==> config.mk <==
export PLATFORM = sky130hd
export DESIGN_NAME = bell_arbiter_flat
export DESIGN_NICKNAME = d
export VERILOG_FILES = /design/src/rtl/bell_arbiter_pkg.sv /design/src/rtl/bell_arbiter_if.sv /design/src/rtl/bell_tone_gen.sv /design/src/rtl/bell_arbiter.sv /design/src/flat_wrapper.sv
export SDC_FILE = /design/constraint.sdc
export NUM_CORES = 1
export LEC_CHECK = 0
export ABC_CLOCK_PERIOD_IN_PS = 2340
export CORE_ASPECT_RATIO = 1.2
export CORE_UTILIZATION = 50
export CTS_CLUSTER_SIZE = 25
export DETAILED_ROUTE_END_ITERATION = 6
export GPL_ROUTABILITY_DRIVEN = 0
export HOLD_SLACK_MARGIN = 0.12
export PLACE_DENSITY = 0.69
export SYNTH_ARGS = -nofsm -noshare
export SYNTH_HDL_FRONTEND = slang
export SYNTH_SLANG_ARGS = --single-unit
==> constraint.sdc <==
create_clock -name clk -period 2.34 [get_ports clk]
set_input_delay 0.468 -clock clk [delete_from_list [all_inputs] [get_ports clk]]
set_output_delay 0.468 -clock clk [all_outputs]
set_load 0.03 [all_outputs]
==> src/rtl/bell_arbiter_pkg.sv <==
// Shared types and constants for the two-button doorbell arbiter.
// Holds the playback state encoding, the source indices and the default
// timing parameters used by the arbiter and its tone generator.
package bell_pkg;

  // Playback state: waiting for a request, sounding a burst, or silent gap.
  typedef enum logic [1:0] {
    IDLE = 2'd0,
    TONE = 2'd1,
    GAP  = 2'd2
  } bell_state_t;

  // Source indices. These match the bit positions in grant and pend.
  localparam int SRC_BTN1 = 0;
  localparam int SRC_BTN2 = 1;

  // Default timing, all in clk cycles or burst counts.
  localparam int DEF_TONE_HALF1 = 25;
  localparam int DEF_TONE_HALF2 = 40;
  localparam int DEF_BURST_CYC  = 2000;
  localparam int DEF_GAP_CYC    = 1000;
  localparam int DEF_NBURST1    = 2;
  localparam int DEF_NBURST2    = 3;

  // Larger of two integers. Used to size counters that serve both sources.
  function automatic int max2(input int a, input int b);
    return (a > b) ? a : b;
  endfunction

endpackage

==> src/rtl/bell_arbiter_if.sv <==
// Button and speaker-side signal bundle of the doorbell arbiter.
// The master side drives the buttons and observes status.
// The slave side is the arbiter itself.
interface bell_arbiter_if;
  logic       btn1;   // front-door button level
  logic       btn2;   // back-door button level
  logic       out;    // tone output to the speaker
  logic       busy;   // pattern playing (TONE or GAP)
  logic [1:0] grant;  // one-hot source now playing, 00 when idle
  logic [1:0] pend;   // pending request flags

  modport master (
    output btn1,
    output btn2,
    input  out,
    input  busy,
    input  grant,
    input  pend
  );

  modport slave (
    input  btn1,
    input  btn2,
    output out,
    output busy,
    output grant,
    output pend
  );
endinterface

==> src/rtl/bell_tone_gen.sv <==
// Square-wave generator for the doorbell tone.
// Counts half periods and toggles a flop at the end of each one.
// While disabled, both the counter and the flop are held cleared, so every
// enable starts a fresh wave at 0. The first rise comes half_period cycles
// after enable goes high.
module bell_tone_gen #(
  parameter int W = 8
) (
  input  logic         clk,
  input  logic         rst,
  input  logic         en,
  input  logic [W-1:0] half_period,
  output logic         tone
);

  logic [W-1:0] r_cnt;
  logic         r_tone;
  logic         w_wrap;

  // The last cycle of a half period is reached at half_period-1.
  assign w_wrap = (r_cnt == (half_period - W'(1)));

  // Half-period counter and toggle flop. Both are cleared while disabled.
  always_ff @(posedge clk or posedge rst) begin
    if (rst) begin
      r_cnt  <= '0;
      r_tone <= 1'b0;
    end else if (!en) begin
      r_cnt  <= '0;
      r_tone <= 1'b0;
    end else if (w_wrap) begin
      r_cnt  <= '0;
      r_tone <= ~r_tone;
    end else begin
      r_cnt  <= r_cnt + W'(1);
    end
  end

  // Gate with en so the output is 0 in the first disabled cycle too, even if
  // the flop toggled on the edge that ended the burst.
  assign tone = r_tone & en;

endmodule

==> src/rtl/bell_arbiter.sv <==
// Two-button doorbell arbiter.
// It detects button presses and keeps one pending request per source.
// When both sources wait, it grants the shared tone output round-robin.
// It then plays the granted source's chime: NBURST_i tone bursts, each
// followed by a silent gap.
module bell_arbiter
  import bell_pkg::*;
#(
  parameter int TONE_HALF1 = DEF_TONE_HALF1,
  parameter int TONE_HALF2 = DEF_TONE_HALF2,
  parameter int BURST_CYC  = DEF_BURST_CYC,
  parameter int GAP_CYC    = DEF_GAP_CYC,
  parameter int NBURST1    = DEF_NBURST1,
  parameter int NBURST2    = DEF_NBURST2
) (
  input  logic           clk,
  input  logic           rst,
  bell_arbiter_if.slave  bus
);

  // Counter widths. Each counter is shared by both sources, so it is sized
  // for the larger value.
  localparam int PH_W = $clog2(max2(BURST_CYC, GAP_CYC) + 1);
  localparam int NB_W = $clog2(max2(NBURST1, NBURST2) + 1);
  localparam int TH_W = $clog2(max2(TONE_HALF1, TONE_HALF2) + 1);

  // Reject zero or negative timing at elaboration. A zero value would make a
  // down-counter wrap and stall the pattern.
  if (TONE_HALF1 < 1 || TONE_HALF2 < 1 || BURST_CYC < 1 || GAP_CYC < 1 ||
      NBURST1 < 1 || NBURST2 < 1) begin : g_bad_param
    $error("bell_arbiter: every timing parameter must be >= 1");
  end

  logic [1:0]      w_btn;
  logic [1:0]      w_rise;
  logic [1:0]      r_pend;
  logic [1:0]      w_pend_next;
  logic [1:0]      w_grant_clr;
  bell_state_t     r_state;
  bell_state_t     w_state_next;
  logic [PH_W-1:0] r_phase;
  logic [PH_W-1:0] w_phase_next;
  logic [NB_W-1:0] r_burst;
  logic [NB_W-1:0] w_burst_next;
  logic            r_last;
  logic            w_last_next;
  logic            r_src;
  logic            w_src_next;
  logic            w_sel;
  logic [TH_W-1:0] w_half;
  logic            w_tone_en;
  logic            w_tone;

  assign w_btn = {bus.btn2, bus.btn1};

  // Per-button edge detector.
  // r_armed stays low until the button is sampled low after reset. Without it,
  // a button that is still held when reset releases would look like a new
  // press, because r_btn_q resets to 0.
  for (genvar gi = 0; gi < 2; gi++) begin : g_btn
    logic r_btn_q;
    logic r_armed;

    // Track the previous level and arm once the button has been seen low.
    always_ff @(posedge clk or posedge rst) begin
      if (rst) begin
        r_btn_q <= 1'b0;
        r_armed <= 1'b0;
      end else begin
        r_btn_q <= w_btn[gi];
        if (!w_btn[gi]) begin
          r_armed <= 1'b1;
        end
      end
    end

    assign w_rise[gi] = w_btn[gi] & ~r_btn_q & r_armed;
  end

  // A new press in the cycle its grant clears pend keeps the flag set, so
  // the press is not lost.
  assign w_pend_next = (r_pend & ~w_grant_clr) | w_rise;

  // Pending request flags.
  always_ff @(posedge clk or posedge rst) begin
    if (rst) begin
      r_pend <= 2'b00;
    end else begin
      r_pend <= w_pend_next;
    end
  end

  // Playback state, phase and burst counters, round-robin pointer, and the
  // current source.
  always_ff @(posedge clk or posedge rst) begin
    if (rst) begin
      r_state <= IDLE;
      r_phase <= '0;
      r_burst <= '0;
      r_last  <= 1'b1;
      r_src   <= 1'(SRC_BTN1);
    end else begin
      r_state <= w_state_next;
      r_phase <= w_phase_next;
      r_burst <= w_burst_next;
      r_last  <= w_last_next;
      r_src   <= w_src_next;
    end
  end

  // Next-state logic.
  // IDLE arbitrates. TONE and GAP count their phase down to 1, so each
  // phase lasts exactly its cycle count.
  always_comb begin
    w_state_next = r_state;
    w_phase_next = r_phase;
    w_burst_next = r_burst;
    w_last_next  = r_last;
    w_src_next   = r_src;
    w_grant_clr  = 2'b00;
    w_sel        = 1'(SRC_BTN1);

    case (r_state)
      IDLE: begin
        if (r_pend != 2'b00) begin
          // On a tie, take the source that did not play last. Otherwise take
          // the only requester.
          if (r_pend == 2'b11) begin
            w_sel = ~r_last;
          end else begin
            w_sel = r_pend[SRC_BTN2];
          end
          w_state_next = TONE;
          w_phase_next = PH_W'(BURST_CYC);
          w_burst_next = (w_sel == 1'(SRC_BTN2)) ? NB_W'(NBURST2) : NB_W'(NBURST1);
          w_last_next  = w_sel;
          w_src_next   = w_sel;
          w_grant_clr  = (w_sel == 1'(SRC_BTN2)) ? 2'b10 : 2'b01;
        end
      end

      TONE: begin
        if (r_phase == PH_W'(1)) begin
          w_state_next = GAP;
          w_phase_next = PH_W'(GAP_CYC);
        end else begin
          w_phase_next = r_phase - PH_W'(1);
        end
      end

      GAP: begin
        if (r_phase == PH_W'(1)) begin
          // Check the count before decrementing: a count of 1 means this was
          // the final gap of the pattern.
          if (r_burst == NB_W'(1)) begin
            w_state_next = IDLE;
            w_burst_next = '0;
            w_phase_next = '0;
          end else begin
            w_state_next = TONE;
            w_burst_next = r_burst - NB_W'(1);
            w_phase_next = PH_W'(BURST_CYC);
          end
        end else begin
          w_phase_next = r_phase - PH_W'(1);
        end
      end

      default: begin
        w_state_next = IDLE;
        w_phase_next = '0;
        w_burst_next = '0;
      end
    endcase
  end

  // The divider runs only in TONE. Leaving TONE clears it, so each burst
  // starts its wave at 0.
  assign w_tone_en = (r_state == TONE);
  assign w_half    = (r_src == 1'(SRC_BTN2)) ? TH_W'(TONE_HALF2) : TH_W'(TONE_HALF1);

  bell_tone_gen #(
    .W (TH_W)
  ) u_tone (
    .clk         (clk),
    .rst         (rst),
    .en          (w_tone_en),
    .half_period (w_half),
    .tone        (w_tone)
  );

  // Status outputs are decoded straight from registers, so the asynchronous
  // reset clears them immediately.
  assign bus.out   = w_tone;
  assign bus.busy  = (r_state != IDLE);
  assign bus.grant = (r_state == IDLE) ? 2'b00 :
                     ((r_src == 1'(SRC_BTN2)) ? 2'b10 : 2'b01);
  assign bus.pend  = r_pend;

endmodule

==> src/flat_wrapper.sv <==
// flat-port wrapper written by rule: the top's interface ports become plain ports
module bell_arbiter_flat import bell_pkg::*;
#(
  parameter int TONE_HALF1 = DEF_TONE_HALF1,
  parameter int TONE_HALF2 = DEF_TONE_HALF2,
  parameter int BURST_CYC  = DEF_BURST_CYC,
  parameter int GAP_CYC    = DEF_GAP_CYC,
  parameter int NBURST1    = DEF_NBURST1,
  parameter int NBURST2    = DEF_NBURST2
)
  (clk, rst, bus_btn1, bus_btn2, bus_out, bus_busy, bus_grant, bus_pend);
  bell_arbiter_if bus_i ();
  input  logic clk;
  input  logic rst;
  input wire logic [$bits(bus_i.btn1)-1:0] bus_btn1;
  input wire logic [$bits(bus_i.btn2)-1:0] bus_btn2;
  output wire logic [$bits(bus_i.out)-1:0] bus_out;
  output wire logic [$bits(bus_i.busy)-1:0] bus_busy;
  output wire logic [$bits(bus_i.grant)-1:0] bus_grant;
  output wire logic [$bits(bus_i.pend)-1:0] bus_pend;
  assign bus_i.btn1 = bus_btn1;
  assign bus_i.btn2 = bus_btn2;
  assign bus_out = bus_i.out;
  assign bus_busy = bus_i.busy;
  assign bus_grant = bus_i.grant;
  assign bus_pend = bus_i.pend;
  bell_arbiter #(.TONE_HALF1(TONE_HALF1), .TONE_HALF2(TONE_HALF2), .BURST_CYC(BURST_CYC), .GAP_CYC(GAP_CYC), .NBURST1(NBURST1), .NBURST2(NBURST2)) u_core (.clk(clk), .rst(rst), .bus(bus_i));
endmodule
After elaboration in Yosys (flattened, before gate mapping):

Cells that the tools add are included.

* add/sub/neg operators: 4
* eq/ne operators: 10
* muxes and demuxes: 28
* bitwise logic cells: 13
* reductions and logical operators: 6

Operators with widths (number)
* $mux W11: 4
* $pmux W11 S3: 1
* $mux W2: 11
* $mux W6: 3
* $pmux W2 S3: 2
* $eq A11 B1 Y1 const B: 1
* $sub A11 B1 Y11 const B: 1
* $ne A2 B1 Y1 const B: 4
* $mux W1: 7
* $add A6 B1 Y6 const B: 1
* $eq A6 B6 Y1: 1
* $reduce_and A3 Y1: 2
* $sub A6 B1 Y6 const B: 1
* $and A1 B1 Y1: 5
* $not A1 Y1: 5
* $eq A2 B1 Y1 const B: 2
* $eq A2 B2 Y1 const B: 2
* $reduce_bool A2 Y1: 2
* $and A2 B2 Y2: 1
* $logic_not A2 Y1: 1
* $not A2 Y2: 1
* $or A2 B2 Y2: 1
* $reduce_and A2 Y1: 1
* $sub A2 B1 Y2 const B: 1

* bits in registers: 30
* bits of input ports: 4
* output and inout bits: 6
* logic and storage cells: 73

Logic depth before layout (Yosys ltp):

Gate-level depths: netlist of the first run.

* depth after elaboration: 10
* gate-level depth with buffers: 7
* gate-level depth less buffers: 6

By module:

Synthesis of the first run repeated with hierarchy kept, for this count alone.

* cells, all modules: 200
* area, all modules: 1863.0 sq um

By module, submodules not included
* bell_arbiter: times used 1, cells each 148, area each 1375.1 sq um, seq. area each 576.8 sq um
* bell_tone_gen: times used 1, cells each 52, area each 488.0 sq um, seq. area each 175.2 sq um

Worst setup path before layout of the first run:

Ideal clock, no wire load.

* path kind: flip-flop to flip-flop
* start point: register u_core.r_phase[1]
* end point: register u_core.r_phase[8]
* library setup time: 0.126 ns
* arrival time: 1.695 ns
* required time: 2.214 ns
* setup slack: 0.518 ns
* cell stages (with the launch flop): 7
* buffers on the path: 0
* clock period less this slack: 1.822 ns
* path through: dfrtp_1 inv_1 ha_1 nor4b_2 and4_1 nor2_1 a311o_1

* longest elaborated chain between the ends: 3
* elaborated cells on any way between the ends: 5
* those cells by class: add/sub: 1; eq/ne: 1; mux: 3

RTL lines
* start: declaration: RTL line bell_arbiter.sv:41 `logic [PH_W-1:0] r_phase;`
* start signal: assignment: RTL line bell_arbiter.sv:104 `r_phase <= w_phase_next;`
* $sub A11 B1 Y11 or $eq A11 B1 Y1 (tied branches)
* $mux W11 (on tied branches): RTL line bell_arbiter.sv:152, bell_arbiter.sv:143
* $pmux W11 S3 (*): RTL line bell_arbiter.sv:123 `case (r_state)`

Mark *: on every way between the ends. The rest lies on a longest branch, timed or not.
A chain may end at the register's enable or synchronous reset.

Worst setup path after layout of the first run:

* start point: register u_core.r_state[1]
* end point: output bus_grant[1]

* longest elaborated chain between the ends: 2

RTL lines
* start: declaration: RTL line bell_arbiter.sv:39 `bell_state_t r_state;`
* start signal: assignment: RTL line bell_arbiter.sv:103 `r_state <= w_state_next;`
* $logic_not A2 Y1: RTL line bell_arbiter.sv:196 `assign bus.grant = (r_state == IDLE) ? 2'b00 :`
* $mux W2: RTL line bell_arbiter.sv:196
* end: declaration: RTL line flat_wrapper.sv:19 `output wire logic [$bits(bus_i.grant)-1:0] bus_grant;`

Every way passes these cells.

==> results of run 1 <==
==> stage by stage <==
step,worst slack (ns),instances
final,0.119,228
after global routing,0.0257,228
after CTS,0.110,228
after detailed placement,0.302,220
after global placement,0.412,220
after floorplan,0.518,174
==> layer usage <==
layer	GRT usage (%)	share of wire [%]
met1	29.8	46
met2	34.9	49
met3	7.18	3.8
met4	10.6	1.2
met5	0	0
==> Yosys cell counts, drive strengths merged (3+ instances only) <==
| cell | n |
|---|---|
| a21oi | 6 |
| a31oi | 4 |
| and2 | 4 |
| buf | 4 |
| dfrtp | 29 |
| ha | 4 |
| inv | 7 |
| mux2i | 3 |
| nand2 | 18 |
| nand2b | 5 |
| nand3 | 4 |
| nor2 | 18 |
| nor2b | 3 |
| nor3 | 5 |
| nor4 | 3 |
| o21ai | 12 |
| o22ai | 3 |
| xnor2 | 4 |
| xor2 | 5 |
==> layout make-up <==
| type | instances | area, um2 |
|---|---|---|
| Multi-Input combinational cell | 131 | 863 |
| Fill cell | 263 | 1220 |
| Inverter | 7 | 26.3 |
| Timing Repair Buffer | 16 | 143 |
| Clock inverter | 1 | 5.00 |
| Clock buffer | 7 | 55.1 |
| Tap cell | 36 | 45.0 |
| Sequential cell | 30 | 752 |
==> cell usage in the layout (no fill, tap or decap), types with 3 or more instances in the layout <==
cell type / synthesis / routed
nand2_1: 18 / 18
clkdlybuf4s50_1: 0 / 9
buf_4: 0 / 7
xnor2_1: 4 / 4
o22ai_1: 3 / 3
clkbuf_4: 0 / 5
nor3_1: 4 / 4
nand2b_1: 5 / 5
a21oi_1: 6 / 6
o21ai_0: 12 / 12
a31oi_1: 4 / 4
xor2_1: 5 / 5
ha_1: 4 / 4
and2_1: 4 / 4
nor2b_1: 3 / 3
nand3_1: 4 / 4
dfrtp_1: 29 / 29
nor2_1: 18 / 18
inv_1: 7 / 7
mux2i_1: 3 / 3
==> state kept, by name, indices dropped and copies added, names as in the netlist <==
signal	cells
u_core.r_src	1
u_core.g_btn.r_armed	2
u_core.u_tone.r_tone	1
u_core.u_tone.r_cnt	6
u_core.bus.pend	2
u_core.r_last	1
u_core.r_state	2
u_core.r_phase	11
u_core.g_btn.r_btn_q	2
u_core.r_burst	2
==> power by group through the flow <==
stage	logic, uW	clock network, uW	registers (uW)
2_1_floorplan	8.47	0	530
3_3_place_gp	19.4	0	530
3_5_place_dp	20.1	0	530
4_1_cts	20.3	336	520
5_1_grt	22.7	358	521
6_report	19.1	321	520
==> kinds of logic (layout without fill, tap and decap cells) <==
logic type | count (synthesis) | after routing
buffers and inverters | 13 | 31
XOR/XNOR | 9 | 9
multiplexers | 4 | 4
AO/OA/AOI/OAI | 41 | 41
flip-flops | 30 | 30
AND/OR/NAND/NOR | 73 | 73
adder cells (fa/ha/maj) | 4 | 4
==> path summary, 6_finish.rpt <==
kind / end / depth (start not counted) / start / slack, ns
min in group asynchronous: u_core.u_tone.r_cnt[3]$_DFF_PP0_ / 2 / rst / 0.45
worst max-delay path: bus_grant[1] / 4 / u_core.r_state[1]$_DFFE_PP0P_ / 0.12
worst min-delay path: u_core.bus.pend[1]$_DFF_PP0_ / 1 / u_core.g_btn[1].r_btn_q$_DFF_PP0_ / 0.43
worst max register to register: u_core.r_phase[8]$_DFFE_PP0N_ / 6 / u_core.r_phase[1]$_DFFE_PP0N_ / 0.28
worst min register to register: u_core.bus.pend[1]$_DFF_PP0_ / 1 / u_core.g_btn[1].r_btn_q$_DFF_PP0_ / 0.43
max in group asynchronous: u_core.r_phase[8]$_DFFE_PP0N_ / 3 / rst / 1.36
==> results.md, run 1 <==
- Status: completed
- WL final: 3390 um
- Register share of total power: 60.5%
- Static Leak: 0.000791 uW
- CP Capture Type: output pin
- Overflow after GRT: 0
- Clock skew after layout: 0.00617 ns
- Setup TNS: 0 ns
- Primary FF master, synth: dfrtp_1
- Core area: 3110 um2
- First-pass GRT wire length: 5930 um
- Post-synthesis mux area share: 2.47%
- Startpoint types: flop
- Die area: 3570 um2
- Antenna cell count: 0
- Worst path slowest cell: clkdlybuf4s50_1
- Area growth, synth to finish: 13.2%
- YS warnings: 0
- Clk_lat worst skew: 0.33 ns
- Post-DRT Antenna Nets: 0
- Wire per inst: 14.8 um
- Avg Inst Size Synth: 9.59 um2
- Fin Hold WS: 0.428 ns
- Yosys top cell area share: 43.5%
- Sw Ratio: 21.9%
- First-pass DRT Iterations: 4
- Critical path class: flop to output pin
- Placed instance area: 1830 um2
- Initial antenna violation count: 0
- Mapped Cells: 174
- Share of post-route cells with drive strength above 1: 12.5%
- Die Width: 54.7 um
- Adder-Cell Fraction of Synth Area: 3.00%
- Max Buffers Root-to-Sink: 2
- Largest family of logic cells by synthesized area: simple AND/OR/NAND/NOR gates
- Root Driver: clkbuf_4
- Max-cap violations: 0
- Post CTS Setup Buffer Count: 0
- Compound-Gate Fraction of Synth Area: 16.5%
- Post-synth EDFFs: 0
- Num CTS Buffers: 5
- Fin area: 1890 um2
- Critical path arrival: 1.75 ns
- Largest stage delay, worst path: 0.58 ns
- CP Max Fanout: 6
- RSZ-0062 raised after global routing: no
- Initial drt markers: 57
- DPL Wire Length: 2510 um
- Final Core Density: 60.7%
- Vias after detailed routing: 1334
- FMAX: 450 MHz
- Area leader, netlist: dfrtp_1
- Pint: 672 uW
- Syn nets: 182
- Max-slew headroom: 64.7%
- Worst Path Required: 1.87 ns
- Seq/Total Area, Yosys: 45.1%
- DIE HEIGHT: 65.3 um
- Max-slew violations: 0
- Worst VDD drop: 464 uV
- Fin nets: 199
- Fin crit share: 94.9%
- # IOs: 10
- WP buf/inv: 2
- Worst-Margin Slew: 0.528 ns
- Starting Density: 53.7%
- DR vias/cell: 5.85
- Reg clk slew, reported paths: 0.09 ns
- Crit-path cells: nor2_1 > inv_1 > and2_1 > clkdlybuf4s50_1
- CTS tree: yes
- Combinational fraction of design power: 2.2%
- Unique cell type count in the Yosys netlist: 50
- Final hold viol count: 0
- Fraction of synthesis flops using an asynchronous set or reset pin: 100%
- PwrDens: 455 nW/um2
- Crit path time final: 2.22 ns
- XOR/XNOR share of the synthesized area: 4.72%
- Simple-Gate Fraction of Synth Area: 25.0%
- # hold bufs at CTS: 0
- Number of global-route vias before repair: 1336
- Cell family with most CP delay: buffers and inverters
- Ranking of synthesized cells by area: dfrtp_1, nand2_1, nor2_1
- Min-delay worst type: flop to flop
- Flop and latch count out of synthesis: 30
- Setup violators final: 0
- CTS Sinks: 30
- Largest net degree at the start of global routing: 15
- P_sw: 188 uW
- Clock network power share: 37.3%
- Post-cts sizing count: 0
- Cell Area, Synth: 1670 um2
- # rows: 22
- Residual DRC: 0
- Total Power: 860 uW
- Global-route usage over all layers: 23.3%
- H-tree depth: 2
- PortBufs: 9
Power figures use the tool's default switching activity.
==> run 2: changes to the inputs <==
GPL_ROUTABILITY_DRIVEN = unset   (was 0)
==> results of run 2 <==
Final layout, timing and power as in run 1 (identical DEF).
==> run 3: changes to the inputs <==
SETUP_SLACK_MARGIN = 0.02   (was unset)
==> results of run 3 <==
Final layout, timing and power as in run 1 (identical DEF).
